--- src/rtl/mmio_pkg.sv ---
// Shared types and constants for the MMIO bus arbiter and the peripherals it serves.
package mmio_pkg;

    typedef enum logic [1:0] {IDLE, GRANT, WAIT, DONE} mmio_state_t;

    localparam logic [15:0] MMIO_RD_DFLT      = 16'hA5A5;

    localparam logic [15:0] MMIO_ADDR_SW       = 16'hC001;
    localparam logic [15:0] MMIO_ADDR_SPART_LO = 16'hC004;
    localparam logic [15:0] MMIO_ADDR_SPART_HI = 16'hC007;
    localparam logic [15:0] MMIO_ADDR_BMP_LO   = 16'hC008;
    localparam logic [15:0] MMIO_ADDR_BMP_HI   = 16'hC00A;

endpackage

--- src/rtl/mmio_arbiter_if.sv ---
// Bundles both master request channels and the shared peripheral bus of the arbiter.
interface mmio_arbiter_if #(
    parameter int ADDR_W = 16,
    parameter int DATA_W = 16
);
    logic              m0_req,   m1_req;
    logic              m0_we,    m1_we;
    logic [ADDR_W-1:0] m0_addr,  m1_addr;
    logic [DATA_W-1:0] m0_wdata, m1_wdata;
    logic              m0_gnt,   m1_gnt;
    logic              m0_done,  m1_done;
    logic [DATA_W-1:0] m0_rdata, m1_rdata;

    logic [ADDR_W-1:0] p_addr;
    logic [DATA_W-1:0] p_wdata;
    logic              p_we;
    logic              p_re;
    logic [DATA_W-1:0] p_rdata;
    logic              p_ready;
    logic              timeout_err;

    // Arbiter side: accepts master requests, drives the peripheral bus.
    modport slave (
        input  m0_req, m1_req, m0_we, m1_we, m0_addr, m1_addr, m0_wdata, m1_wdata,
        input  p_rdata, p_ready,
        output m0_gnt, m1_gnt, m0_done, m1_done, m0_rdata, m1_rdata,
        output p_addr, p_wdata, p_we, p_re, timeout_err
    );

    modport master (
        output m0_req, m1_req, m0_we, m1_we, m0_addr, m1_addr, m0_wdata, m1_wdata,
        input  m0_gnt, m1_gnt, m0_done, m1_done, m0_rdata, m1_rdata, timeout_err
    );

    modport periph (
        input  p_addr, p_wdata, p_we, p_re,
        output p_rdata, p_ready
    );
endinterface

--- src/rtl/rr_arb2.sv ---
// Two-way round-robin pick: on a tie the master not served last wins.
// Purely combinational; the history bit lives in the caller.
module rr_arb2 (
    input  logic req0_i,
    input  logic req1_i,
    input  logic last_i,
    output logic vld_o,
    output logic pick_o
);

    assign vld_o  = req0_i | req1_i;
    assign pick_o = (req0_i & req1_i) ? ~last_i : req1_i;

endmodule

--- src/rtl/mmio_arbiter.sv ---
// Two-master MMIO arbiter/sequencer: IDLE->GRANT->(WAIT)->DONE, min 3 cycles per access.
// Waits on p_ready; retires with a default read value after TIMEOUT wait cycles. All outputs registered.
module mmio_arbiter
    import mmio_pkg::*;
#(
    parameter int                ADDR_W  = 16,
    parameter int                DATA_W  = 16,
    parameter int                TIMEOUT = 15,
    parameter logic [DATA_W-1:0] RD_DFLT = DATA_W'(MMIO_RD_DFLT)
) (
    input  logic           clk,
    input  logic           rst_n,
    mmio_arbiter_if.slave  bus
);

    localparam logic [7:0] CNT_LAST = 8'(TIMEOUT - 1);

    mmio_state_t       state_q, state_d;
    logic              owner_q, owner_d;
    logic              last_q, last_d;
    logic              we_q, we_d;
    logic [ADDR_W-1:0] addr_q, addr_d;
    logic [DATA_W-1:0] wdata_q, wdata_d;
    logic              p_we_q, p_we_d;
    logic              p_re_q, p_re_d;
    logic [1:0]        gnt_q, gnt_d;
    logic [1:0]        done_q, done_d;
    logic [DATA_W-1:0] rdata0_q, rdata0_d;
    logic [DATA_W-1:0] rdata1_q, rdata1_d;
    logic [DATA_W-1:0] cap_q, cap_d;
    logic              tmo_q, tmo_d;
    logic [7:0]        cnt_q, cnt_d;

    logic              pick_vld, pick;
    logic              sel_we;
    logic              finish, timed_out;
    logic [DATA_W-1:0] rd_val;

    rr_arb2 u_rr_arb2 (
        .req0_i (bus.m0_req),
        .req1_i (bus.m1_req),
        .last_i (last_q),
        .vld_o  (pick_vld),
        .pick_o (pick)
    );

    always_ff @(posedge clk or negedge rst_n) begin
        if (!rst_n) begin
            state_q  <= IDLE;
            owner_q  <= 1'b0;
            last_q   <= 1'b1;
            we_q     <= 1'b0;
            addr_q   <= '0;
            wdata_q  <= '0;
            p_we_q   <= 1'b0;
            p_re_q   <= 1'b0;
            gnt_q    <= '0;
            done_q   <= '0;
            rdata0_q <= '0;
            rdata1_q <= '0;
            cap_q    <= '0;
            tmo_q    <= 1'b0;
            cnt_q    <= '0;
        end else begin
            state_q  <= state_d;
            owner_q  <= owner_d;
            last_q   <= last_d;
            we_q     <= we_d;
            addr_q   <= addr_d;
            wdata_q  <= wdata_d;
            p_we_q   <= p_we_d;
            p_re_q   <= p_re_d;
            gnt_q    <= gnt_d;
            done_q   <= done_d;
            rdata0_q <= rdata0_d;
            rdata1_q <= rdata1_d;
            cap_q    <= cap_d;
            tmo_q    <= tmo_d;
            cnt_q    <= cnt_d;
        end
    end

    always_comb begin
        state_d   = state_q;
        owner_d   = owner_q;
        last_d    = last_q;
        we_d      = we_q;
        addr_d    = addr_q;
        wdata_d   = wdata_q;
        p_we_d    = p_we_q;
        p_re_d    = p_re_q;
        gnt_d     = gnt_q;
        done_d    = '0;
        rdata0_d  = rdata0_q;
        rdata1_d  = rdata1_q;
        cap_d     = cap_q;
        tmo_d     = 1'b0;
        cnt_d     = cnt_q;
        finish    = 1'b0;
        timed_out = 1'b0;
        sel_we    = pick ? bus.m1_we : bus.m0_we;

        case (state_q)
            IDLE: begin
                if (pick_vld) begin
                    state_d = GRANT;
                    owner_d = pick;
                    we_d    = sel_we;
                    addr_d  = pick ? bus.m1_addr  : bus.m0_addr;
                    wdata_d = pick ? bus.m1_wdata : bus.m0_wdata;
                    gnt_d   = pick ? 2'b10 : 2'b01;
                    p_we_d  = sel_we;
                    p_re_d  = ~sel_we;
                end
            end
            GRANT: begin
                if (bus.p_ready) begin
                    finish = 1'b1;
                end else begin
                    state_d = WAIT;
                    cnt_d   = '0;
                end
            end
            WAIT: begin
                if (bus.p_ready) begin
                    finish = 1'b1;
                end else if (cnt_q == CNT_LAST) begin
                    finish    = 1'b1;
                    timed_out = 1'b1;
                end else begin
                    cnt_d = cnt_q + 8'd1;
                end
            end
            DONE: begin
                gnt_d   = '0;
                last_d  = owner_q;
                state_d = IDLE;
            end
            default: state_d = IDLE;
        endcase

        // Writes hand back whatever the last read captured.
        rd_val = we_q ? cap_q : (timed_out ? RD_DFLT : bus.p_rdata);

        if (finish) begin
            state_d         = DONE;
            p_we_d          = 1'b0;
            p_re_d          = 1'b0;
            done_d[owner_q] = 1'b1;
            tmo_d           = timed_out;
            cap_d           = rd_val;
            if (owner_q) rdata1_d = rd_val;
            else         rdata0_d = rd_val;
        end
    end

    assign bus.m0_gnt      = gnt_q[0];
    assign bus.m1_gnt      = gnt_q[1];
    assign bus.m0_done     = done_q[0];
    assign bus.m1_done     = done_q[1];
    assign bus.m0_rdata    = rdata0_q;
    assign bus.m1_rdata    = rdata1_q;
    assign bus.p_addr      = addr_q;
    assign bus.p_wdata     = wdata_q;
    assign bus.p_we        = p_we_q;
    assign bus.p_re        = p_re_q;
    assign bus.timeout_err = tmo_q;

endmodule

--- src/flat_wrapper.sv ---
// flat-port wrapper written by rule: the top's interface ports become plain ports
module mmio_arbiter_flat import mmio_pkg::*;
#(
    parameter int                ADDR_W  = 16,
    parameter int                DATA_W  = 16,
    parameter int                TIMEOUT = 15,
    parameter logic [DATA_W-1:0] RD_DFLT = DATA_W'(MMIO_RD_DFLT)
)
  (clk, rst_n, bus_m0_req, bus_m1_req, bus_m0_we, bus_m1_we, bus_m0_addr, bus_m1_addr, bus_m0_wdata, bus_m1_wdata, bus_p_rdata, bus_p_ready, bus_m0_gnt, bus_m1_gnt, bus_m0_done, bus_m1_done, bus_m0_rdata, bus_m1_rdata, bus_p_addr, bus_p_wdata, bus_p_we, bus_p_re, bus_timeout_err);
  mmio_arbiter_if #(.ADDR_W(ADDR_W), .DATA_W(DATA_W)) bus_i ();
  input  logic clk;
  input  logic rst_n;
  input wire logic [$bits(bus_i.m0_req)-1:0] bus_m0_req;
  input wire logic [$bits(bus_i.m1_req)-1:0] bus_m1_req;
  input wire logic [$bits(bus_i.m0_we)-1:0] bus_m0_we;
  input wire logic [$bits(bus_i.m1_we)-1:0] bus_m1_we;
  input wire logic [$bits(bus_i.m0_addr)-1:0] bus_m0_addr;
  input wire logic [$bits(bus_i.m1_addr)-1:0] bus_m1_addr;
  input wire logic [$bits(bus_i.m0_wdata)-1:0] bus_m0_wdata;
  input wire logic [$bits(bus_i.m1_wdata)-1:0] bus_m1_wdata;
  input wire logic [$bits(bus_i.p_rdata)-1:0] bus_p_rdata;
  input wire logic [$bits(bus_i.p_ready)-1:0] bus_p_ready;
  output wire logic [$bits(bus_i.m0_gnt)-1:0] bus_m0_gnt;
  output wire logic [$bits(bus_i.m1_gnt)-1:0] bus_m1_gnt;
  output wire logic [$bits(bus_i.m0_done)-1:0] bus_m0_done;
  output wire logic [$bits(bus_i.m1_done)-1:0] bus_m1_done;
  output wire logic [$bits(bus_i.m0_rdata)-1:0] bus_m0_rdata;
  output wire logic [$bits(bus_i.m1_rdata)-1:0] bus_m1_rdata;
  output wire logic [$bits(bus_i.p_addr)-1:0] bus_p_addr;
  output wire logic [$bits(bus_i.p_wdata)-1:0] bus_p_wdata;
  output wire logic [$bits(bus_i.p_we)-1:0] bus_p_we;
  output wire logic [$bits(bus_i.p_re)-1:0] bus_p_re;
  output wire logic [$bits(bus_i.timeout_err)-1:0] bus_timeout_err;
  assign bus_i.m0_req = bus_m0_req;
  assign bus_i.m1_req = bus_m1_req;
  assign bus_i.m0_we = bus_m0_we;
  assign bus_i.m1_we = bus_m1_we;
  assign bus_i.m0_addr = bus_m0_addr;
  assign bus_i.m1_addr = bus_m1_addr;
  assign bus_i.m0_wdata = bus_m0_wdata;
  assign bus_i.m1_wdata = bus_m1_wdata;
  assign bus_i.p_rdata = bus_p_rdata;
  assign bus_i.p_ready = bus_p_ready;
  assign bus_m0_gnt = bus_i.m0_gnt;
  assign bus_m1_gnt = bus_i.m1_gnt;
  assign bus_m0_done = bus_i.m0_done;
  assign bus_m1_done = bus_i.m1_done;
  assign bus_m0_rdata = bus_i.m0_rdata;
  assign bus_m1_rdata = bus_i.m1_rdata;
  assign bus_p_addr = bus_i.p_addr;
  assign bus_p_wdata = bus_i.p_wdata;
  assign bus_p_we = bus_i.p_we;
  assign bus_p_re = bus_i.p_re;
  assign bus_timeout_err = bus_i.timeout_err;
  mmio_arbiter #(.ADDR_W(ADDR_W), .DATA_W(DATA_W), .TIMEOUT(TIMEOUT), .RD_DFLT(RD_DFLT)) u_core (.clk(clk), .rst_n(rst_n), .bus(bus_i));
endmodule
--- config.mk ---
export PLATFORM = sky130hd
export DESIGN_NAME = mmio_arbiter_flat
export DESIGN_NICKNAME = d
export VERILOG_FILES = /design/src/rtl/mmio_pkg.sv /design/src/rtl/mmio_arbiter_if.sv /design/src/rtl/rr_arb2.sv /design/src/rtl/mmio_arbiter.sv /design/src/flat_wrapper.sv
export SDC_FILE = /design/constraint.sdc
export NUM_CORES = 1
export LEC_CHECK = 0
export CORE_UTILIZATION = 41
export DETAILED_ROUTE_END_ITERATION = 16
export PLACE_DENSITY = 0.76
export SKIP_CTS_REPAIR_TIMING = 1
export SLEW_MARGIN = 15
export SYNTH_ARGS = -nofsm -noshare
export SYNTH_HDL_FRONTEND = slang
export SYNTH_SLANG_ARGS = --single-unit
export TNS_END_PERCENT = 1
--- constraint.sdc ---
create_clock -name clk -period 2.4 [get_ports clk]
set_clock_uncertainty 0.1 [all_clocks]
set_input_delay 0.24 -clock clk [delete_from_list [all_inputs] [get_ports clk]]
set_output_delay 0.24 -clock clk [all_outputs]
set_load 0.02 [all_outputs]
==> results.md, run 1 <==
* Final period util at 0.9439
* Grt ovf at 0
* Syn Nets at 484
* Reg2reg end: u_core.bus.m1_rdata[8]
* CP Cell Sequence: inv_1 > ha_1 > nor4b_4 > a21o_2 > and3_1 > buf_12 > mux2_2
* Crit start category: flop
* Io pins at 158
* Pwr Total at 8.225 mW
* Starting Density at 0.4209
* Worst reg2reg startpoint: u_core.state_q[0]
* Sequential Area at 2504 um2
* First drt pass iteration count at 4
* Num CTS Buffers at 9
* Final worst setup slack at 134.7 ps
* CP max FO at 17
* RSZ-0062 raised after global routing: false
* Drt wl/cell at 15.80 um
* Vias/cell at 5.162
* Vias in the first global route at 3735
* CTS tree: done
* IO buf count at 157
* Yosys Warn Count at 0
* Max-cap violations at 0
* Clock root buffer: clkbuf_8
* Setup TNS at 0 ps
* Worst-path clk slew at 100 ps
* Row Count at 38
* Layout overhead on the synthesized area at 43.35%
* N_diodes at 0
* GP Congestion at 0.7893
* 1st-iter DRT viols at 196
* Routed Wire Length at 10.90 mm
* Slew @ Worst Pin at 668.0 ps
* Synthesized instance count at 390
* CP Launch Point: u_core.state_q[0]
* Worst hold path class: in2async
* Critical Path RT at 2560 ps
* Pwr per Cell Area at 1252 nW/um2
* Dpl ws at 114.1 ps
* Fmax at 441.4 MHz
* Antenna violation net count after detailed routing at 0
* CTS Buffer Depth at 2
* Slew Limit Fails at 0
* Status: completed
* Pin count of the biggest net entering global routing at 70
* DIE AREA at 11600 um2
* # setup viols final at 0
* CP max stage delay at 440 ps
* Hpwl dp at 8.244 mm
* Crit path to: u_core.bus.m1_rdata[8]
* Seq/Total Area, Yosys at 0.5463
* Multi-input logic area at 1971 um2
* R2R Setup Slk at 130 ps
* Synth unique cells at 48
* First-pass GRT wire length at 18.00 mm
* Reg2Reg Depth at 7
* Fin nets at 639
* GRT Overall Usage at 0.2023
* Avg Cell Area, Syn at 11.75 um2
* H-tree levels at 3
* Minimum clock period at 2265 ps
* Placeable Area at 10890 um2
* Residual DRC at 0
* Initial antenna violation count at 0
* Final hold violations at 0
* Share of cells above drive strength 1 at 0.1291
* Die Y-Extent at 107.7 um
* Leakage power at 2.932 nW
* Via count at 3562
* Die width at 107.7 um
* Fill cell count at 892
* Worst Setup End Kind: flop
* Worst path arrival time at 2420 ps
* Rel. slew slack at 0.5537
* Sink Count at 100
* CP max stage cell: dfrtp_1
* Max VDD drop at 0.7111 mV
* Worst skew pair latency at 370 ps
* Synthesized area at 4583 um2
* Critical path class: reg2reg
* Post-synthesis register bit count at 100
## Yosys cell counts, drive strengths merged
cell | number | share of area
nor4b | 2 | 0.0071
nor2 | 17 | 0.014
a21oi | 5 | 0.0055
and4b | 2 | 0.0055
nand2 | 50 | 0.041
a211oi | 1 | 0.0016
buf | 11 | 0.015
and3b | 1 | 0.0019
dfstp | 1 | 0.0057
a2111oi | 1 | 0.0019
a32o | 1 | 0.0022
o22a | 8 | 0.015
or3 | 2 | 0.0033
nor3b | 1 | 0.0016
nand3 | 4 | 0.0044
or2 | 1 | 0.0014
mux2 | 33 | 0.081
a22o | 10 | 0.019
o2bb2ai | 1 | 0.0019
or4 | 2 | 0.0033
nand3b | 2 | 0.0060
o211a | 1 | 0.0022
xnor2 | 1 | 0.0019
nand4 | 2 | 0.0027
inv | 5 | 0.0041
nor2b | 2 | 0.0027
nand2b | 1 | 0.0014
and3 | 2 | 0.0030
a21o | 1 | 0.0019
nor3 | 1 | 0.0011
o31ai | 3 | 0.0049
o21ai | 39 | 0.043
o21a | 2 | 0.0033
clkbuf | 12 | 0.0098
dfrtp | 99 | 0.54
a211o | 1 | 0.0019
a311oi | 2 | 0.0038
ha | 7 | 0.019
mux2i | 50 | 0.11
a2bb2oi | 1 | 0.0019
a21boi | 2 | 0.0033
## how the worst min path moves through the flow
| stage | start | end | slack, ps | cells after the start |
|---|---|---|---|---|
| floorplan | rst_n | u_core.bus.m0_rdata[0] | -160 | 0 |
| global placement | rst_n | u_core.bus.p_addr[9] | 100 | 1 |
| detailed placement | rst_n | u_core.bus.p_addr[9] | 110 | 1 |
| CTS | rst_n | u_core.bus.p_addr[3] | -300 | 1 |
| global route | rst_n | u_core.bus.p_addr[9] | 300 | 2 |
| finish | rst_n | u_core.bus.p_addr[9] | 270 | 2 |
## per-layer routing
layer  track usage  wire length (um)  vias up
met1        0.2439              4511     1700
met3       0.04964               822       17
li1              -                 -     1701
met4        0.1008               235        0
met2        0.3361              5333      144
met5             0                 0        -
## worst max-delay path, delay by kind of cell, from the launching register on
kind,cells,cell delay (ps)
AOI/OAI and AO/OA,1,260
adders and majority gates,1,190
buffers and inverters,2,300
DFF,1,440
muxes,1,340
and+or+nand+nor,2,520
## flip-flops by register name, summed over array words and instances (netlist names)
signal                  cells
u_core.bus.m0_rdata        16
u_core.bus.m1_rdata        16
u_core.bus.p_addr          16
u_core.bus.p_wdata         16
u_core.cap_q               16
u_core.cnt_q                8
u_core.done_q               2
u_core.gnt_q                2
u_core.state_q              2
u_core.bus.p_re             1
u_core.bus.p_we             1
u_core.bus.timeout_err      1
u_core.last_q               1
u_core.owner_q              1
u_core.we_q                 1
## cells by family after synthesis
logic type               synth area share
flip-flops                         0.5463
buffers and inverters             0.02894
multiplexers                       0.1903
AND/OR/NAND/NOR                    0.1002
adder cells (fa/ha/maj)           0.01911
AO/OA/AOI/OAI                      0.1133
XOR/XNOR                         0.001911
## area by class of cell
class | count | share of cell area
Timing Repair Buffer | 167 | 0.2582
Clock inverter | 6 | 0.01181
Inverter | 5 | 0.002857
Clock buffer | 10 | 0.01942
Sequential cell | 100 | 0.3811
Tap cell | 140 | 0.02666
Multi-Input combinational cell | 262 | 0.2999
## placed cells by master, fill, tap and decap left out, drive strengths merged, types with 4 or more instances in the layout
cell,Yosys,layout
a22o,10,10
mux2,33,33
clkdlybuf4s50,0,156
inv,5,9
clkbuf,12,10
nand3,4,4
mux2i,50,50
ha,7,7
buf,11,10
a21oi,5,5
nor2,17,17
o22a,8,8
dfrtp,99,99
o21ai,39,39
nand2,50,50
## where the power goes
part	total, mW	switching (mW)	leakage [nW]	internal (mW)
Combinational	4.15	2.07	1.59	2.07
Clock	1.13	0.621	0.101	0.505
Sequential	2.95	0.492	1.24	2.46
## per-stage QoR
stage	hold slack [ps]	util	instance area, um2	cells
detailed placement	114.0	0.5829	6346	672
global placement	100.8	0.5829	6346	672
CTS	-295.4	0.6017	6551	688
floorplan	-155.6	-	4583	390
global route	297.0	0.6034	6570	690
finish	270.6	0.6034	6570	690
No activity file was read; power rests on OpenSTA's default activity.
==> run 2: changes to the inputs <==
--- a/config.mk
+++ b/config.mk
@@ -9,6 +9,7 @@
 export DETAILED_ROUTE_END_ITERATION = 16
 export PLACE_DENSITY = 0.76
 export SKIP_CTS_REPAIR_TIMING = 1
+export SKIP_LAST_GASP = 1
 export SLEW_MARGIN = 15
 export SYNTH_ARGS = -nofsm -noshare
 export SYNTH_HDL_FRONTEND = slang
==> results.md, run 2 (synthesized netlist as in run 1, its figures left out) <==
* Status: completed
* First-pass GRT wire length at 18.00 mm (unchanged)
* Grt ovf at 0 (unchanged)
* CP Cell Sequence: inv_1 > ha_1 > nor4b_4 > a21o_2 > and3_1 > buf_12 > mux2_2
* RSZ-0062 raised after global routing: true
* Die width at 107.7 um (unchanged)
* Sequential power share at 0.359 (about the same)
* CP bufs+invs at 2 (unchanged)
* Critical path class: reg2reg
* First drt pass iteration count at 4 (unchanged)
* H-tree levels at 3 (unchanged)
* N_diodes at 0 (unchanged)
* Share of cells above drive strength 1 at 0.1273 (-0.001818)
* DP Area at 6346 um2 (unchanged)
* Fmax at 442.5 MHz (+0.24%)
* Num CTS Buffers at 9 (unchanged)
* Vias in the first global route at 3735 (unchanged)
* Worst path arrival time at 2420 ps (about the same)
* Slew Limit Fails at 0 (unchanged)
* CTS Buffer Depth at 2 (unchanged)
* Minimum clock period at 2260 ps (-5.331 ps)
* Antenna violation net count after detailed routing at 0 (unchanged)
* Combinational power share at 0.504 (about the same)
* Initial antenna violation count at 0 (unchanged)
* Internal at 5.040 mW (about the same)
* Clock root buffer: clkbuf_8
* Reg2Reg Depth at 7 (unchanged)
* Io pins at 158 (unchanged)
* Routed Wire Length at 10.90 mm (about the same)
* Hpwl dp at 8.244 mm (unchanged)
* Multi-input logic area at 1969 um2 (about the same)
* Crit start category: flop
* Drt wl/cell at 15.79 um (about the same)
* CP max FO at 17 (unchanged)
* Worst reg2reg startpoint: u_core.state_q[0]
* Placeable Area at 10890 um2 (unchanged)
* 1st-iter DRT viols at 194 (-1.0%)
* Max-cap violations at 0 (unchanged)
* Most frequent cells in the layout: clkdlybuf4s50_1 (156), dfrtp_1 (99), mux2i_1 (50), nand2_1 (50), o21ai_0 (38)
* Worst skew pair latency at 370 ps (about the same)
* Rel. slew slack at 0.5502 (-0.003469)
* Fin nets at 639 (unchanged)
* Final instance area at 6569 um2 (about the same)
* GP Congestion at 0.7893 (unchanged)
* Switching Fraction at 0.3873 (about the same)
* Final hold violations at 0 (unchanged)
* Residual DRC at 0 (unchanged)
* Cell Count Post-Placement at 672 (unchanged)
* # setup viols final at 0 (unchanged)
* IO buf count at 157 (unchanged)
* Setup TNS at 0 ps (unchanged)
* Worst hold path class: in2async
* Slew @ Worst Pin at 673.2 ps (+5.191 ps)
* Via count at 3569 (+0.20%)
* Sink Count at 100 (unchanged)
* DIE AREA at 11600 um2 (unchanged)
* Clock group share of total power at 0.137 (about the same)
* Max VDD drop at 0.7111 mV (unchanged)
* Pin count of the biggest net entering global routing at 70 (unchanged)
* Commonest non-fill, non-tap cell in the layout: clkdlybuf4s50_1
* Hold_ws at 270.1 ps (-0.4810 ps)
* Die Y-Extent at 107.7 um (unchanged)
* CP Launch Point: u_core.state_q[0]
* Vias/cell at 5.172 (+0.20%)
* Row Count at 38 (unchanged)
* CP max stage cell: dfrtp_1
* Leakage power at 2.932 nW (about the same)
* Worst Setup End Kind: flop
* GRT Overall Usage at 0.2023 (unchanged)
* CP max stage delay at 440 ps (about the same)
* Sequential Area at 2504 um2 (unchanged)
* Post-route insts no fill at 690 (unchanged)
* Worst path depth at 7 (unchanged)
* Fill cell count at 893 (+0.11%)
* Layout overhead on the synthesized area at 43.33% (about the same)
* Pwr per Cell Area at 1252 nW/um2 (about the same)
* Starting Density at 0.4209 (unchanged)
* Critical Path RT at 2560 ps (about the same)
* CTS tree: done
* Worst-path clk slew at 100 ps (about the same)
* Final period util at 0.9417 (-0.002221)
* Crit path max-delay family: simple AND/OR/NAND/NOR gates
* Net Switching at 3.185 mW (about the same)
* Pwr Total at 8.225 mW (about the same)
[run 2: routing by layer]
metal  wire, um  track usage
met5          0            0
met4        235       0.1008
met3        851      0.04964
met2       5312       0.3361
met1       4498       0.2439
[run 2: final timing paths]
kind | to | slack, ps
max | u_core.bus.m1_rdata[8] | 140
min | u_core.bus.p_addr[9] | 270
max reg2reg | u_core.bus.m1_rdata[8] | 140
min reg2reg | u_core.bus.p_wdata[2] | 390
max in group asynchronous | u_core.last_q | 1190
min in group clk | u_core.bus.p_wdata[2] | 390
[run 2: area by class of cell]
class,instances,share of cell area
clock buffer,10,0.01943
clock inverter,6,0.01181
inverter,5,0.002857
multi-input combinational,262,0.2998
sequential,100,0.3811
tap,140,0.02667
timing repair buffer,167,0.2583
[run 2: power by group through the flow]
stage	Clock [mW]	Combinational, mW	Sequential (mW)
4_1_cts	1.16	4.18	2.96
5_1_grt	1.21	4.52	3.05
3_3_place_gp	0	4.05	2.95
2_1_floorplan	0	1.74	3.56
6_report	1.13	4.14	2.96
3_5_place_dp	0	4.16	2.99
[run 2: stage by stage]
stage | util | setup slack, ps
after floorplan | - | 139.0
after global placement | 0.5829 | 220.2
after detailed placement | 0.5829 | 114.1
after CTS | 0.6017 | 94.74
after global routing | 0.6033 | 0.3115
final | 0.6033 | 140.0
==> run 3: changes to the inputs <==
--- a/config.mk
+++ b/config.mk
@@ -10,7 +10,7 @@
 export PLACE_DENSITY = 0.76
 export SKIP_CTS_REPAIR_TIMING = 1
 export SKIP_LAST_GASP = 1
-export SLEW_MARGIN = 15
+export SLEW_MARGIN = 20
 export SYNTH_ARGS = -nofsm -noshare
 export SYNTH_HDL_FRONTEND = slang
 export SYNTH_SLANG_ARGS = --single-unit
==> results of run 3 <==
The final DEF is identical to that of run 2; final timing and power are the same.
